**src/rtl/sd_cmd_if.sv**
```systemverilog
// Handshake/bus bundle between the host register file and the SD CMD serializer.
interface sd_cmd_if #(
    parameter int ARG_WIDTH = 32,
    parameter int IDX_WIDTH = 6
);
    logic [ARG_WIDTH-1:0] CommandArgument;
    logic [IDX_WIDTH-1:0] CommandIndex;
    logic                 cmd_start;
    logic                 bit_en;
    logic                 cmd_out;
    logic                 cmd_oe;
    logic                 busy;
    logic                 done;
    logic [6:0]           crc_out;

    modport master (
        output CommandArgument, CommandIndex, cmd_start, bit_en,
        input  cmd_out, cmd_oe, busy, done, crc_out
    );

    modport slave (
        input  CommandArgument, CommandIndex, cmd_start, bit_en,
        output cmd_out, cmd_oe, busy, done, crc_out
    );
endinterface

```
**src/rtl/sd_cmd_serializer.sv**
```systemverilog
// Serializes a 48-bit SD command token (start, tx, index, argument, CRC7, end)
// onto the CMD line, one bit per bit_en strobe.
module sd_cmd_serializer #(
    parameter int ARG_WIDTH = 32,
    parameter int IDX_WIDTH = 6,
    localparam int FRAME_LEN = 48
) (
    input  logic     clk,
    input  logic     rst,
    sd_cmd_if.slave  bus
);
    localparam int SHIFT_LEN = 2 + IDX_WIDTH + ARG_WIDTH;
    localparam logic [5:0] LAST_DATA = 6'(SHIFT_LEN - 1);
    localparam logic [5:0] LAST_CRC  = 6'(FRAME_LEN - 2);
    localparam logic [5:0] LAST_BIT  = 6'(FRAME_LEN - 1);

    typedef enum logic [1:0] {IDLE, SEND, DONE} state_t;

    state_t                 state, state_nx;
    logic [SHIFT_LEN-1:0]   shift_q;
    logic [6:0]             crc_q;
    logic [6:0]             crc_out_q;
    logic [5:0]             bit_cnt;
    logic [6:0]             crc_next;

    assign crc_next = {crc_q[5:0], 1'b0} ^ ((shift_q[SHIFT_LEN-1] ^ crc_q[6]) ? 7'h09 : 7'h00);
    assign bus.crc_out = crc_out_q;

    always_ff @(posedge clk or posedge rst) begin
        if (rst) state <= IDLE;
        else     state <= state_nx;
    end

    always_comb begin
        state_nx    = state;
        bus.cmd_out = 1'b1;
        bus.cmd_oe  = 1'b0;
        bus.busy    = 1'b0;
        bus.done    = 1'b0;
        case (state)
            IDLE: if (bus.cmd_start) state_nx = SEND;
            SEND: begin
                bus.cmd_oe = 1'b1;
                bus.busy   = 1'b1;
                if (bit_cnt <= LAST_DATA)     bus.cmd_out = shift_q[SHIFT_LEN-1];
                else if (bit_cnt <= LAST_CRC) bus.cmd_out = crc_q[6];
                if (bus.bit_en && bit_cnt == LAST_BIT) state_nx = DONE;
            end
            DONE: begin
                bus.done = 1'b1;
                state_nx = IDLE;
            end
            default: state_nx = IDLE;
        endcase
    end

    // During the CRC phase crc_q is shifted so its MSB is always the bit on the line;
    // the frozen value has already been captured in crc_out_q.
    always_ff @(posedge clk or posedge rst) begin
        if (rst) begin
            shift_q   <= '0;
            crc_q     <= '0;
            crc_out_q <= '0;
            bit_cnt   <= '0;
        end else begin
            case (state)
                IDLE: if (bus.cmd_start) begin
                    shift_q <= {1'b0, 1'b1, bus.CommandIndex, bus.CommandArgument};
                    crc_q   <= '0;
                    bit_cnt <= '0;
                end
                SEND: if (bus.bit_en) begin
                    if (bit_cnt != LAST_BIT) bit_cnt <= bit_cnt + 6'd1;
                    if (bit_cnt <= LAST_DATA) begin
                        shift_q <= {shift_q[SHIFT_LEN-2:0], 1'b0};
                        crc_q   <= crc_next;
                        if (bit_cnt == LAST_DATA) crc_out_q <= crc_next;
                    end else if (bit_cnt <= LAST_CRC) begin
                        crc_q <= {crc_q[5:0], 1'b0};
                    end
                end
                default: ;
            endcase
        end
    end
endmodule
```
**src/flat_wrapper.sv**
```systemverilog
// flat-port wrapper written by rule: the top's interface ports become plain ports
module sd_cmd_serializer_flat 
#(
    parameter int ARG_WIDTH = 32,
    parameter int IDX_WIDTH = 6,
    localparam int FRAME_LEN = 48
)
  (clk, rst, bus_CommandArgument, bus_CommandIndex, bus_cmd_start, bus_bit_en, bus_cmd_out, bus_cmd_oe, bus_busy, bus_done, bus_crc_out);
  sd_cmd_if #(.ARG_WIDTH(ARG_WIDTH), .IDX_WIDTH(IDX_WIDTH)) bus_i ();
  input  logic clk;
  input  logic rst;
  input wire logic [$bits(bus_i.CommandArgument)-1:0] bus_CommandArgument;
  input wire logic [$bits(bus_i.CommandIndex)-1:0] bus_CommandIndex;
  input wire logic [$bits(bus_i.cmd_start)-1:0] bus_cmd_start;
  input wire logic [$bits(bus_i.bit_en)-1:0] bus_bit_en;
  output wire logic [$bits(bus_i.cmd_out)-1:0] bus_cmd_out;
  output wire logic [$bits(bus_i.cmd_oe)-1:0] bus_cmd_oe;
  output wire logic [$bits(bus_i.busy)-1:0] bus_busy;
  output wire logic [$bits(bus_i.done)-1:0] bus_done;
  output wire logic [$bits(bus_i.crc_out)-1:0] bus_crc_out;
  assign bus_i.CommandArgument = bus_CommandArgument;
  assign bus_i.CommandIndex = bus_CommandIndex;
  assign bus_i.cmd_start = bus_cmd_start;
  assign bus_i.bit_en = bus_bit_en;
  assign bus_cmd_out = bus_i.cmd_out;
  assign bus_cmd_oe = bus_i.cmd_oe;
  assign bus_busy = bus_i.busy;
  assign bus_done = bus_i.done;
  assign bus_crc_out = bus_i.crc_out;
  sd_cmd_serializer #(.ARG_WIDTH(ARG_WIDTH), .IDX_WIDTH(IDX_WIDTH)) u_core (.clk(clk), .rst(rst), .bus(bus_i));
endmodule
```
**config.mk**
```make
export PLATFORM = sky130hd
export DESIGN_NAME = sd_cmd_serializer_flat
export DESIGN_NICKNAME = d
export VERILOG_FILES = /design/src/rtl/sd_cmd_if.sv /design/src/rtl/sd_cmd_serializer.sv /design/src/flat_wrapper.sv
export SDC_FILE = /design/constraint.sdc
export NUM_CORES = 1
export LEC_CHECK = 0
export ABC_CLOCK_PERIOD_IN_PS = 5600
export CORE_MARGIN = 2
export CORE_UTILIZATION = 45
export CTS_BUF_LIST = sky130_fd_sc_hd__clkbuf_4 sky130_fd_sc_hd__clkbuf_8 sky130_fd_sc_hd__clkbuf_16
export CTS_CLUSTER_DIAMETER = 100
export DETAILED_ROUTE_END_ITERATION = 16
export PLACE_DENSITY_LB_ADDON = 0.25
export SLEW_MARGIN = 20
export SYNTH_ARGS = -nofsm -noshare
export SYNTH_HDL_FRONTEND = slang
export SYNTH_SLANG_ARGS = --single-unit
export TNS_END_PERCENT = 10
```
**constraint.sdc**
```tcl
create_clock -name clk -period 5.6 [get_ports clk]
set_input_delay 1.12 -clock clk [delete_from_list [all_inputs] [get_ports clk]]
set_output_delay 1.12 -clock clk [all_outputs]
set_load 0.01 [all_outputs]
```
==> flow_summary.json <==
{
  "clock_skew_ns": 0.00357,
  "setup_viol": 0,
  "fmax_mhz": 242,
  "status": "finished, final reports clean",
  "crit_path_top_delay_cell": "inv_2",
  "routed_via_density": 5.12,
  "synth_top_family_by_area": "simple AND/OR/NAND/NOR gates",
  "place_congestion": 0.782,
  "avgSynthCellArea_um2": 9.77,
  "grt_overflow": 0,
  "utilization_pct": 57.8,
  "crit_fanout": 45,
  "ant_nets": 0,
  "synthAdderAreaFrac_pct": 0.819,
  "clockRootBuffer": "clkbuf_8",
  "path_cells": "nand2b_2 > inv_2 > o21ai_0 > clkdlybuf4s50_1",
  "portBuffers": 52,
  "grt_first_pass_wirelength_um": 10100,
  "maxCapViolCount": 0,
  "num_rows": 30,
  "route.detailed.drc": 0,
  "slew_viol_final": 0,
  "nFillCells": 612,
  "nets": 406,
  "hold_class": "reg2reg",
  "die_w_um": 86.4,
  "syn2layout_area_growth_pct": 26.4,
  "maxSlewHeadroom_pct": 40.3,
  "p_leak_nw": 1.83,
  "clock-sinks": 62,
  "hold_violations": 0,
  "cts_tree": "yes",
  "core-area_um2": 6680,
  "yosys.area.top_type_share_pct": 50.8,
  "finalSetupTns_ns": 0,
  "critPathMaxStageDelay_ns": 0.78,
  "synth-xor-area-share_pct": 0.573,
  "fin_crit_sh_pct": 73.7,
  "period_minus_slack_ns": 4.13,
  "grt_max_degree": 63,
  "synth_cell_types": 36,
  "syn_area_um2": 3060,
  "final_common_cell": "nand2_1",
  "place_hpwl_um": 3720,
  "cts_setup_buffers": 0,
  "antennaDiodeCount": 0,
  "synthCells": 313,
  "worst_slew_pin_slew_ns": 0.895,
  "cts.clk_slew.worst_paths_ns": 0.07,
  "grt_antenna_before_repair": 0,
  "seq_area_frac_synth_pct": 50.8,
  "cts_hold_buf": 0,
  "drive_above_1_share_pct": 17.4,
  "ir_worst_vdd_mv": 0.202,
  "wire_per_inst_um": 12.9,
  "cellPowerDensity_nw_per_um2": 434,
  "synth-simple-area-share_pct": 19.9,
  "cts_max_level": 3,
  "rsz0062_at_grt": "no",
  "start_kind": "flip-flop",
  "final_cell_mix": "119 x nand2_1, 62 x dfrtp_1, 52 x clkdlybuf4s50_1, 34 x mux2_2, 12 x clkbuf_8",
  "dr.pass1.iters": 4,
  "grt_usage_pct": 17.3,
  "synthTopCellsByArea": "dfrtp_1 51%, nand2_1 15%, mux2_2 13%",
  "critPathKind": "reg2out",
  "yosysWarningCount": 0,
  "path_buf_inv": 2,
  "cp_data_arrival_time_ns": 3.01,
  "initial_utilization_pct": 45.7,
  "via_count": 2288,
  "worst_setup_path_end_kind": "output pin",
  "grt_pass1_vias": 2259,
  "synth_seq_cells": 62,
  "die_y_um": 86.4,
  "cp_top_family": "buffers and inverters",
  "first_iter_violations": 155,
  "synth_compound_area_share_pct": 5.03,
  "syn-num-nets": 357,
  "drt_wl_total_um": 5770,
  "io-pin-count": 53,
  "cts_buffers": 9,
  "yosys.area.top_type": "dfrtp_1",
  "cts_resized": 0,
  "synthMuxAreaShare_pct": 19.0,
  "cts_buffer_depth": 2,
  "crit_required_ns": 4.48,
  "die_area_um2": 7470,
  "clock_latency_ns": 0.34
}
## kinds of logic (layout without fill, tap and decap cells)
logic type	Yosys count	count (layout)
adder cells (fa/ha/maj)	2	2
multiplexers	50	50
AND/OR/NAND/NOR	144	144
XOR/XNOR	2	2
buffers and inverters	27	81
AO/OA/AOI/OAI	26	26
flip-flops	62	62
## power by group
| part | switching, mW | total, mW | internal [mW] |
|---|---|---|---|
| registers | 0.112 | 0.739 | 0.627 |
| clock network | 0.172 | 0.463 | 0.291 |
| logic | 0.214 | 0.475 | 0.262 |
| total | 0.497 | 1.68 | 1.18 |
## synthesized netlist by cell type
| master | count |
|---|---|
| o21ai_1 | 1 |
| mux2_1 | 6 |
| a21oi_1 | 8 |
| nand3_1 | 4 |
| o2bb2ai_1 | 1 |
| nand2b_1 | 2 |
| o22ai_1 | 1 |
| buf_4 | 2 |
| mux2_4 | 6 |
| o211ai_1 | 1 |
| inv_1 | 10 |
| or3b_4 | 1 |
| nor4_4 | 1 |
| a311o_1 | 1 |
| and3_1 | 1 |
| dfrtp_1 | 62 |
| nor2b_1 | 2 |
| nor3_1 | 1 |
| mux2i_1 | 4 |
| ha_1 | 2 |
| buf_2 | 4 |
| o21a_1 | 1 |
| and4b_1 | 1 |
| mux2_2 | 34 |
| o22a_1 | 1 |
| nand2_1 | 119 |
| inv_2 | 1 |
| or3_1 | 4 |
| nor4_1 | 1 |
| nor2_1 | 6 |
| or4_1 | 1 |
| o21ai_0 | 9 |
| clkbuf_1 | 9 |
| o31ai_1 | 2 |
| xnor2_1 | 2 |
| buf_6 | 1 |
## worst paths after layout
path	from	endpoint	slack [ns]	cells past startpoint
min	u_core.shift_q[1]$_DFFE_PP0P_	u_core.shift_q[1]$_DFFE_PP0P_	0.49	1
min in group asynchronous	rst	u_core.shift_q[27]$_DFFE_PP0P_	1.32	3
min reg2reg	u_core.shift_q[1]$_DFFE_PP0P_	u_core.shift_q[1]$_DFFE_PP0P_	0.49	1
max	u_core.state[1]$_DFFE_PP0P_	bus_cmd_out	1.47	4
max reg2reg	u_core.state[1]$_DFFE_PP0P_	u_core.shift_q[38]$_DFFE_PP0P_	3.09	4
max in group asynchronous	rst	u_core.state[0]$_DFFE_PP0P_	3.76	3
## metal layers
layer / wire length, µm / part of all wire (%) / up-vias / track usage [%]
met3: 270 / 4.7 / 9 / 5.90
met1: 2650 / 46 / 1096 / 20.7
li1: - / - / 1128 / -
met2: 2750 / 48 / 55 / 28.8
met5: 0 / 0 / - / 0
met4: 91 / 1.6 / 0 / 6.68
## cell type report
cell class	count	area, µm²	area share, %
well taps	80	100	2.59
inverters	11	41.3	1.07
flip-flops and latches	62	1550	40.2
repair buffers	54	536	13.9
clock inverters	3	65.1	1.68
clock buffers	13	173	4.47
multi-input cells	224	1400	36.2
## registers in the layout, summed over array words and instances (netlist names)
| register | cells |
|---|---|
| u_core.bus.crc_out | 7 |
| u_core.bit_cnt | 6 |
| u_core.crc_q | 7 |
| u_core.shift_q | 40 |
| u_core.state | 2 |
## stage by stage
stage               cell area (µm²)  hold slack [ns]  power [mW]  cells  worst slack [ns]
CTS                            3860            0.497        1.70    447              1.42
finish                         3860            0.490        1.68    447              1.47
floorplan                      3060            0.456        1.10    313              2.94
global route                   3860            0.516        1.81    447              1.22
global placement               3630            0.469        1.20    431              1.88
detailed placement             3630            0.480        1.23    431              1.82
Power figures use the tool's default switching activity.
